**config.mk**
```make
export PLATFORM = sky130hd
export DESIGN_NAME = cpu7_exu_byp_scoreboard_flat
export DESIGN_NICKNAME = d
export VERILOG_FILES = /design/src/rtl/cpu7_exu_byp_scoreboard_pkg.sv /design/src/rtl/cpu7_exu_byp_scoreboard_if.sv /design/src/rtl/cpu7_exu_byp_srcsel.sv /design/src/rtl/cpu7_exu_byp_scoreboard.sv /design/src/flat_wrapper.sv
export SDC_FILE = /design/constraint.sdc
export NUM_CORES = 1
export LEC_CHECK = 0
export ABC_AREA = 1
export CAP_MARGIN = 20
export CORE_MARGIN = 2
export CORE_UTILIZATION = 50
export DETAILED_ROUTE_END_ITERATION = 6
export PLACE_DENSITY = 0.85
export SYNTH_ARGS = -nofsm -noshare
export SYNTH_HDL_FRONTEND = slang
export SYNTH_SLANG_ARGS = --single-unit
```
**constraint.sdc**
```tcl
create_clock -name clk -period 2.5 [get_ports clk]
set_clock_uncertainty 0.05 [all_clocks]
set_input_delay 0.375 -clock clk [delete_from_list [all_inputs] [get_ports clk]]
set_output_delay 0.375 -clock clk [all_outputs]
set_load 0.02 [all_outputs]
```
**src/rtl/cpu7_exu_byp_scoreboard_pkg.sv**
```systemverilog
// Shared constants for the cpu7 EXU bypass/hazard unit: default widths and the
// one-hot operand-origin encodings used by the per-source select logic.
package cpu7_exu_byp_scoreboard_pkg;

    localparam int REG_AW_DEF  = 5;
    localparam int MAX_LNG_DEF = 4;

    typedef logic [2:0] byp_sel_t;

    localparam byp_sel_t BYP_SEL_RF = 3'b001;
    localparam byp_sel_t BYP_SEL_M  = 3'b010;
    localparam byp_sel_t BYP_SEL_W  = 3'b100;

endpackage

```
**src/rtl/cpu7_exu_byp_scoreboard_if.sv**
```systemverilog
// E-stage operand/hazard bundle between the pipeline (master) and the bypass unit
// (slave). Carries source/writer indices in and selects, stall and scoreboard out.
interface cpu7_exu_byp_scoreboard_if
    import cpu7_exu_byp_scoreboard_pkg::*;
#(
    parameter int NUM_RS = 2,
    parameter int REG_AW = REG_AW_DEF
);
    logic [NUM_RS*REG_AW-1:0] rs_e;
    logic [NUM_RS-1:0]        rs_vld_e;
    logic [REG_AW-1:0]        rd_e;
    logic                     lng_issue_e;
    logic [REG_AW-1:0]        rd_m;
    logic                     wen_m;
    logic                     ld_m;
    logic [REG_AW-1:0]        rd_w;
    logic                     wen_w;
    logic                     lng_wb_w;
    logic                     flush;
    logic [NUM_RS-1:0]        sel_rf;
    logic [NUM_RS-1:0]        sel_m;
    logic [NUM_RS-1:0]        sel_w;
    logic                     stall_e;
    logic [(1<<REG_AW)-1:0]   lng_pend;
    logic [31:0]              stall_cnt;

    modport master (
        output rs_e, rs_vld_e, rd_e, lng_issue_e, rd_m, wen_m, ld_m,
               rd_w, wen_w, lng_wb_w, flush,
        input  sel_rf, sel_m, sel_w, stall_e, lng_pend, stall_cnt
    );

    modport slave (
        input  rs_e, rs_vld_e, rd_e, lng_issue_e, rd_m, wen_m, ld_m,
               rd_w, wen_w, lng_wb_w, flush,
        output sel_rf, sel_m, sel_w, stall_e, lng_pend, stall_cnt
    );
endinterface

```
**src/rtl/cpu7_exu_byp_srcsel.sv**
```systemverilog
// Per-source operand origin select (M beats W beats regfile) plus this source's
// load-use and pending-long-op hazard terms. Purely combinational.
module cpu7_exu_byp_srcsel
    import cpu7_exu_byp_scoreboard_pkg::*;
#(
    parameter int REG_AW = REG_AW_DEF
) (
    input  logic [REG_AW-1:0]      rs_i,
    input  logic                   rs_vld_i,
    input  logic [REG_AW-1:0]      rd_m_i,
    input  logic                   wen_m_i,
    input  logic                   ld_m_i,
    input  logic [REG_AW-1:0]      rd_w_i,
    input  logic                   wen_w_i,
    input  logic                   lng_wb_w_i,
    input  logic [(1<<REG_AW)-1:0] lng_pend_i,
    output logic                   sel_rf_o,
    output logic                   sel_m_o,
    output logic                   sel_w_o,
    output logic                   lduse_o,
    output logic                   pend_o
);
    logic     nz;
    logic     m_hit;
    logic     w_hit;
    logic     wb_now;
    byp_sel_t sel;

    assign nz    = (rs_i != '0);
    assign m_hit = nz & wen_m_i & (rd_m_i == rs_i);
    assign w_hit = nz & wen_w_i & (rd_w_i == rs_i) & ~m_hit;
    assign sel   = m_hit ? BYP_SEL_M : (w_hit ? BYP_SEL_W : BYP_SEL_RF);

    assign sel_rf_o = (sel == BYP_SEL_RF);
    assign sel_m_o  = (sel == BYP_SEL_M);
    assign sel_w_o  = (sel == BYP_SEL_W);

    // A long op returning this very cycle is forwarded from W, so it is not a hazard.
    assign wb_now  = wen_w_i & lng_wb_w_i & (rd_w_i == rs_i);
    assign lduse_o = rs_vld_i & m_hit & ld_m_i;
    assign pend_o  = rs_vld_i & nz & lng_pend_i[rs_i] & ~wb_now;
endmodule

```
**src/rtl/cpu7_exu_byp_scoreboard.sv**
```systemverilog
// cpu7 EXU operand bypass and hazard unit: selects/stall are combinational, the
// long-op scoreboard and outstanding count update on clk. CPU7_BYP_STALL_CNT_EN adds a stall counter.
module cpu7_exu_byp_scoreboard
    import cpu7_exu_byp_scoreboard_pkg::*;
#(
    parameter int NUM_RS  = 2,
    parameter int REG_AW  = REG_AW_DEF,
    parameter int MAX_LNG = MAX_LNG_DEF,
    parameter int CNT_W   = 3
) (
    input  logic                      clk,
    input  logic                      resetn,
    cpu7_exu_byp_scoreboard_if.slave  bus
);
    localparam int NREG = 1 << REG_AW;

    logic [NREG-1:0]   lng_pend_q, lng_pend_d;
    logic [CNT_W-1:0]  cnt_q, cnt_d;
    logic [NUM_RS-1:0] lduse_v;
    logic [NUM_RS-1:0] pend_v;
    logic              waw;
    logic              full;
    logic              stall;
    logic              iss;
    logic              clr;

    for (genvar g = 0; g < NUM_RS; g++) begin : g_src
        cpu7_exu_byp_srcsel #(.REG_AW(REG_AW)) u_srcsel (
            .rs_i       (bus.rs_e[g*REG_AW +: REG_AW]),
            .rs_vld_i   (bus.rs_vld_e[g]),
            .rd_m_i     (bus.rd_m),
            .wen_m_i    (bus.wen_m),
            .ld_m_i     (bus.ld_m),
            .rd_w_i     (bus.rd_w),
            .wen_w_i    (bus.wen_w),
            .lng_wb_w_i (bus.lng_wb_w),
            .lng_pend_i (lng_pend_q),
            .sel_rf_o   (bus.sel_rf[g]),
            .sel_m_o    (bus.sel_m[g]),
            .sel_w_o    (bus.sel_w[g]),
            .lduse_o    (lduse_v[g]),
            .pend_o     (pend_v[g])
        );
    end

    assign waw   = bus.lng_issue_e & (bus.rd_e != '0) & lng_pend_q[bus.rd_e];
    assign full  = bus.lng_issue_e & (cnt_q == CNT_W'(MAX_LNG));
    assign stall = (|lduse_v) | (|pend_v) | waw | full;
    assign iss   = bus.lng_issue_e & ~stall & ~bus.flush & (bus.rd_e != '0);
    assign clr   = bus.wen_w & bus.lng_wb_w;

    // Set is applied after clear so a newer issue to the same register survives.
    always_comb begin
        lng_pend_d = lng_pend_q;
        cnt_d      = cnt_q;
        if (clr) lng_pend_d[bus.rd_w] = 1'b0;
        if (iss) lng_pend_d[bus.rd_e] = 1'b1;
        if (iss && !clr)
            cnt_d = cnt_q + CNT_W'(1);
        else if (clr && !iss && cnt_q != '0)
            cnt_d = cnt_q - CNT_W'(1);
        if (bus.flush) begin
            lng_pend_d = '0;
            cnt_d      = '0;
        end
    end

    always_ff @(posedge clk or negedge resetn) begin
        if (!resetn) begin
            lng_pend_q <= '0;
            cnt_q      <= '0;
        end else begin
            lng_pend_q <= lng_pend_d;
            cnt_q      <= cnt_d;
        end
    end

    assign bus.stall_e  = stall;
    assign bus.lng_pend = lng_pend_q;

`ifdef CPU7_BYP_STALL_CNT_EN
    logic [31:0] stall_cnt_q;

    always_ff @(posedge clk or negedge resetn) begin
        if (!resetn)
            stall_cnt_q <= '0;
        else if (stall && stall_cnt_q != 32'hFFFF_FFFF)
            stall_cnt_q <= stall_cnt_q + 32'd1;
    end

    assign bus.stall_cnt = stall_cnt_q;
`else
    assign bus.stall_cnt = 32'd0;
`endif

`ifndef SYNTHESIS
    // Writebacks with nothing outstanding are only legal as stragglers of a flush.
    logic wb_stale_ok_q;

    always_ff @(posedge clk or negedge resetn) begin
        if (!resetn) begin
            wb_stale_ok_q <= 1'b0;
        end else begin
            if (bus.flush) wb_stale_ok_q <= 1'b1;
            if (clr && !iss && !bus.flush && cnt_q == '0)
                assert (wb_stale_ok_q)
                else $error("long-op writeback with no outstanding long op");
        end
    end
`endif
endmodule
```
**src/flat_wrapper.sv**
```systemverilog
// flat-port wrapper written by rule: the top's interface ports become plain ports
module cpu7_exu_byp_scoreboard_flat import cpu7_exu_byp_scoreboard_pkg::*;
#(
    parameter int NUM_RS  = 2,
    parameter int REG_AW  = REG_AW_DEF,
    parameter int MAX_LNG = MAX_LNG_DEF,
    parameter int CNT_W   = 3
)
  (clk, resetn, bus_rs_e, bus_rs_vld_e, bus_rd_e, bus_lng_issue_e, bus_rd_m, bus_wen_m, bus_ld_m, bus_rd_w, bus_wen_w, bus_lng_wb_w, bus_flush, bus_sel_rf, bus_sel_m, bus_sel_w, bus_stall_e, bus_lng_pend, bus_stall_cnt);
  cpu7_exu_byp_scoreboard_if #(.NUM_RS(NUM_RS), .REG_AW(REG_AW)) bus_i ();
  input  logic clk;
  input  logic resetn;
  input wire logic [$bits(bus_i.rs_e)-1:0] bus_rs_e;
  input wire logic [$bits(bus_i.rs_vld_e)-1:0] bus_rs_vld_e;
  input wire logic [$bits(bus_i.rd_e)-1:0] bus_rd_e;
  input wire logic [$bits(bus_i.lng_issue_e)-1:0] bus_lng_issue_e;
  input wire logic [$bits(bus_i.rd_m)-1:0] bus_rd_m;
  input wire logic [$bits(bus_i.wen_m)-1:0] bus_wen_m;
  input wire logic [$bits(bus_i.ld_m)-1:0] bus_ld_m;
  input wire logic [$bits(bus_i.rd_w)-1:0] bus_rd_w;
  input wire logic [$bits(bus_i.wen_w)-1:0] bus_wen_w;
  input wire logic [$bits(bus_i.lng_wb_w)-1:0] bus_lng_wb_w;
  input wire logic [$bits(bus_i.flush)-1:0] bus_flush;
  output wire logic [$bits(bus_i.sel_rf)-1:0] bus_sel_rf;
  output wire logic [$bits(bus_i.sel_m)-1:0] bus_sel_m;
  output wire logic [$bits(bus_i.sel_w)-1:0] bus_sel_w;
  output wire logic [$bits(bus_i.stall_e)-1:0] bus_stall_e;
  output wire logic [$bits(bus_i.lng_pend)-1:0] bus_lng_pend;
  output wire logic [$bits(bus_i.stall_cnt)-1:0] bus_stall_cnt;
  assign bus_i.rs_e = bus_rs_e;
  assign bus_i.rs_vld_e = bus_rs_vld_e;
  assign bus_i.rd_e = bus_rd_e;
  assign bus_i.lng_issue_e = bus_lng_issue_e;
  assign bus_i.rd_m = bus_rd_m;
  assign bus_i.wen_m = bus_wen_m;
  assign bus_i.ld_m = bus_ld_m;
  assign bus_i.rd_w = bus_rd_w;
  assign bus_i.wen_w = bus_wen_w;
  assign bus_i.lng_wb_w = bus_lng_wb_w;
  assign bus_i.flush = bus_flush;
  assign bus_sel_rf = bus_i.sel_rf;
  assign bus_sel_m = bus_i.sel_m;
  assign bus_sel_w = bus_i.sel_w;
  assign bus_stall_e = bus_i.stall_e;
  assign bus_lng_pend = bus_i.lng_pend;
  assign bus_stall_cnt = bus_i.stall_cnt;
  cpu7_exu_byp_scoreboard #(.NUM_RS(NUM_RS), .REG_AW(REG_AW), .MAX_LNG(MAX_LNG), .CNT_W(CNT_W)) u_core (.clk(clk), .resetn(resetn), .bus(bus_i));
endmodule
```
After elaboration in Yosys (flattened, before gate mapping)
Index checks and enable logic that the tools add are counted.
Widths: inputs -> output; s select.

word-level totals
  bits in registers = 35
  input port bits = 35
  output and inout port bits = 71

cells by class
  add/sub/neg operators = 2
  magnitude comparators = 6
  eq/ne operators = 11
  multiplexer cells = 20
  bitwise gates (word level) = 41
  reduce and logical (&&, ||, !) cells = 14

operators with widths
  kind                 number
  $mux 32              3
  $and 32x32->32       1
  $not 32->32          1
  $or 32x32->32        1
  $and 1x1->1          29
  $lt 5x6->1 const B   4
  $mux 3               7
  $eq 5x5->1           4
  $bmux 1 s5           3
  $reduce_bool 5->1    3
  $demux 1 s5          2
  $ge 5x1->1 const B   2
  $eq 3x3->1 const B   3
  $eq 3x1->1 const B   2
  $eq 3x2->1 const B   2
  $not 1->1            6
  $reduce_bool 3->1    2
  $logic_and 1x1->1    5
  $mux 1               5
  $reduce_or 2->1      2
  $add 3x1->3 const B  1
  $or 1x1->1           3
  $sub 3x1->3 const B  1
  $logic_not 1->1      2

Depth between registers and ports, before layout
  depth in word-level cells = 19
  gate-level depth with buffers = 22
  gate-level depth less buffers = 20

Hierarchy
Synthesis repeated with hierarchy kept, for this count alone.

second synthesis, totals
  cells, all modules = 653
  area, all modules = 3917.5 sq um

modules (own cells, without submodules)
  module                   times used  cells each  area an instance (sq um)
  cpu7_exu_byp_scoreboard  1           373         2658.8
  cpu7_exu_byp_srcsel      2           140         629.4

Worst setup path before layout
No wires, ideal clock.

  path type = input to register
  start point = in bus_rs_e[2]
  end point = reg u_core.cnt_q[2]
  setup time = 117 ps
  arrival = 2288 ps
  data required time = 2333 ps
  slack = 44 ps
  cell stages on the path = 20
  buffers on the path = 1
  path through = buf_2 -> inv_2 -> nand2_1 -> nand2_1 -> nor2_1 -> nand2_1 -> nor2_1 -> nand3_1 -> nand2_1 -> nor2_1 -> nand2_2 -> nor2_4 -> nand4_1 -> inv_1 -> fa_1 -> xnor2_1 -> o21bai_1 -> nand2_1 -> nand2_1 -> nand2_1

on the way
  longest elaborated chain between the ends = 17
  elaborated cells on any way between the ends = 30

RTL lines
  what                                                                RTL line                       text
  start: declaration                                                  flat_wrapper.sv:13             input wire logic [$bits(bus_i.rs_e)-1:0] bus_rs_e;
  parallel branches: the longest is 6 deep, another holds $bmux 1 s5  -
  $or 1x1->1 * (3 in a row)                                           cpu7_exu_byp_scoreboard.sv:48  assign stall = (|lduse_v) | (|pend_v) | waw | full;
  $not 1->1 *                                                         cpu7_exu_byp_scoreboard.sv:49  assign iss = bus.lng_issue_e & ~stall & ~bus.flush & (bus.rd_e != '0);
  $and 1x1->1 * (3 in a row)                                          cpu7_exu_byp_scoreboard.sv:49
  $logic_not 1->1                                                     cpu7_exu_byp_scoreboard.sv:60  else if (clr && !iss && cnt_q != '0)
  $logic_and 1x1->1 (2 in a row)                                      cpu7_exu_byp_scoreboard.sv:60
  $reduce_bool 3->1 (no source line)                                  -
  end signal: assignment                                              cpu7_exu_byp_scoreboard.sv:74  cnt_q <= cnt_d;
  end: declaration                                                    cpu7_exu_byp_scoreboard.sv:18  logic [CNT_W-1:0] cnt_q, cnt_d;

Mark *: on every way between the ends. The select of a mux whose other input is x is not followed.
A chain may end at the register's enable or synchronous reset.

Worst setup path after layout
  start point = in bus_rs_e[7]
  end point = reg u_core.cnt_q[2]

Same word-level chain as after synthesis.

==> key figures <==
Outcome
  • Outcome: complete, but fails checks
  • Failing checks: setup timing

Floorplanning
  • DIE HEIGHT: 91.4 microns
  • Area of the core: between 7000 and 8000 sq um
  • Full die area: between 8000 and 9000 sq um
  • Initial core utilization: 0.521
  • IO Count: 106
  • Die width: between 90 and 100 microns
  • FP Rows: 31

Timing
  • F_max: between 300 and 400 MHz
  • Slew headroom: 0.613
  • Max-slew violations: 0
  • # setup viols final: 1
  • Final hold violations: 0
  • Setup repair after global routing missed its margin: true
  • Slew @ Worst Pin: slightly below 0.6 ns
  • WHS: 0.451 ns
  • Minimum clock period: ~2.6 ns
  • Fin worst setup slack: -0.0542 ns
  • Final Cycle Share: 1.02

Synth
  • Most common cell in the netlist: nand2_1
  • Yosys reg bits: 35
  • Synth top cells by count: 177 x nand2_1, 62 x nor2_1, 55 x inv_1
  • Asr flop ratio synth: 1.00
  • Seq/Total Area, Yosys: 0.229
  • Mapped Avg Cell Area: around 6.2 sq um
  • Main flop type after synthesis: dfrtp_1
  • Cells after Synth: just over 600
  • Mapped Area: 3820 sq um
  • Largest area contributor in the netlist: dfrtp_1
  • YS warnings: 0
  • Distinct cells, synth: 33
  • Synth top area share: 0.229
  • Number of flops mapped to enable cells by yosys: 0
  • Largest cells by area after synthesis: dfrtp_1 23%, nand2_1 17%, buf_4 7.7%

Pwr
  • Worst VDD drop: roughly 0.27 mV
  • Pwr/cell area: ~320 nW/um^2
  • Lkg Pwr: ~2.5 nW

Cells and area
  • Filler cells: between 500 and 600
  • FF/Latch Area: about 880 sq um
  • ANT cells: 0
  • Layout area overhead: 40.3%
  • Multi-input logic area: 2560 sq um
  • Post-route insts no fill: 860
  • Layout cells sized above 1: 0.281
  • Nets: 796

Clock tree
  • H-Tree Depth: 2
  • Clk_lat worst skew: between 0.2 and 0.3 ns
  • Num CTS Buffers: 5
  • CTS Hold Bufs: 0
  • CTS tree: built
  • CTS clk-pin slew, worst paths: approximately 0.08 ns
  • Sink Count: 35
  • CTS Buffer Depth: 2
  • Clock root cell: clkbuf_8

Worst hold path
  • Hold Crit Class: primary input to asynchronous set/reset pin

Placed design
  • HPWL Detailed: about 10000 microns
  • RePlAce Congestion: approximately 0.96
  • Post-Place Cells: 836
  • Post-place setup slack: -0.658 ns
  • IO buf count: between 70 and 80

Worst setup path
  • CP startpoint kind: primary input
  • WP data required: 2.63 ns
  • Crit path DAT: 2.68 ns
  • Worst Setup End Kind: flip-flop
  • Critical path class: primary input to flip-flop
  • CP max FO: 4

Detailed routing
  • DR DRC count: 0
  • Wirelength per Cell: roughly 17 microns
  • Initial detailed-routing violation count: about 600
  • Routed vias: between 5000 and 6000
  • DRT Wirelength: 14800 microns
  • Via count normalized by instance count: a little under 6
  • Final ANT Viol Nets: 0
  • First-pass DRT Iterations: 6

Global route
  • Tot GR Track Use: 0.337
  • Largest net degree at the start of global routing: 36
  • GR Overflow Total: 0
  • First-pass GRT wire length: roughly 23000 microns
  • Initial antenna violation count: 0
  • Vias in the first global route: between 4000 and 5000

Flow run
  • Max Cap Viol: 0
-- final timing paths --
path                                              startpoint                                 to  slack (ns)  cells after the start
hold / removal                                        resetn   u_core.bus.lng_pend[8]$_DFF_PN0_        0.45                      2
hold reg to reg             u_core.bus.lng_pend[0]$_DFF_PN0_   u_core.bus.lng_pend[0]$_DFF_PN0_        0.57                      2
max in group asynchronous                             resetn  u_core.bus.lng_pend[29]$_DFF_PN0_        1.60                      2
min in group clk            u_core.bus.lng_pend[0]$_DFF_PN0_   u_core.bus.lng_pend[0]$_DFF_PN0_        0.57                      2
setup reg to reg           u_core.bus.lng_pend[13]$_DFF_PN0_        u_core.cnt_q[2]$_DFFE_PN0P_        0.01                     17
setup / recovery                                 bus_rs_e[7]        u_core.cnt_q[2]$_DFFE_PN0P_       -0.05                     20
-- cell usage in the layout (no fill, tap or decap), types with 2 or more instances in the layout --
| cell type | count |
|---|---|
| o21ai_0 | 47 |
| buf_12 | 3 |
| inv_2 | 8 |
| xnor2_1 | 2 |
| nand2_4 | 2 |
| nor2_4 | 4 |
| buf_4 | 74 |
| nand2_1 | 173 |
| dlygate4sd2_1 | 18 |
| dfrtp_1 | 34 |
| o21ai_1 | 8 |
| dlymetal6s2s_1 | 2 |
| nor3_2 | 3 |
| xor2_1 | 3 |
| a21oi_1 | 13 |
| clkdlybuf4s15_2 | 2 |
| nor2_1 | 56 |
| nor2_2 | 4 |
| nand3_2 | 4 |
| buf_2 | 3 |
| clkbuf_2 | 4 |
| nand4_1 | 6 |
| clkdlybuf4s50_1 | 41 |
| nor3_4 | 4 |
| inv_1 | 47 |
| nor3_1 | 7 |
| a21oi_2 | 31 |
| nand3_1 | 40 |
| clkbuf_8 | 7 |
| conb_1 | 32 |
| o211ai_1 | 12 |
| clkdlybuf4s15_1 | 3 |
| nand2_2 | 35 |
| buf_6 | 9 |
| inv_4 | 5 |
-- flip-flops by register name (all words and copies together), names as in the netlist --
register / count
u_core.bus.lng_pend: 32
u_core.cnt_q: 3
-- through the flow --
step           cell area [sq um]  TNS (ns)  total power [mW]   util
2_1_floorplan               3940         0             0.980      -
3_3_place_gp                4940     -9.85              1.17  0.674
3_5_place_dp                4940    -12.48              1.19  0.674
4_1_cts                     5210         0              1.68  0.710
5_1_grt                     5360    -0.427              1.81  0.731
6_report                    5360   -0.0542              1.74  0.731
-- where the power goes --
part	switching (mW)	internal [mW]	leakage, nW	total (mW)
logic	0.408	0.263	2.01	0.670
clock network	0.218	0.252	0.0515	0.469
registers	0.0204	0.580	0.484	0.600
-- repair_timing --
action | in CTS | in global routing
gates resized for setup | 85 | 39
setup endpoints to repair | 30 | 8
pin swaps | 10 | 12
gates cloned | 1 | 3
setup buffers | 6 | 6
-- per-layer routing --
metal  routed length [microns]  part of all wire  global-route usage
met5                         0                 0                   0
met4                       839             0.057               0.157
met3                      1760              0.12              0.0515
met2                      6830              0.46               0.566
met1                      5380              0.36               0.422
-- layout make-up --
cell class	count	area share
Multi-Input combinational cell	494	0.478
Tap cell	99	0.0231
Clock buffer	8	0.0187
Timing Repair inverter	2	0.00233
Sequential cell	35	0.164
Inverter	61	0.0460
Timing Repair Buffer	161	0.268
-- logic make-up after synthesis --
group,share of synthesized area
and+or+nand+nor,0.384
AOI/OAI and AO/OA,0.190
buffers and inverters,0.177
xor gates and xnor gates,0.0138
other,0.000982
DFF,0.229
adders and majority gates,0.00524
-- worst max-delay path, cell delays in order --
cell and delay, ns:
clkdlybuf4s15_1 0.22, inv_2 0.15, buf_4 0.13, nand2_1 0.04
nand2_1 0.05, nand2_1 0.12, nor2_1 0.15, nand4_1 0.10
nand2_1 0.11, nor2_2 0.05, nand2_2 0.08, nor2_4 0.04
nand4_1 0.13, inv_2 0.06, fa_2 0.35, xnor2_2 0.15
o21bai_4 0.14, nand2_1 0.07, nand2_1 0.09, nand2_1 0.06
(Power assumes the default switching activity.)
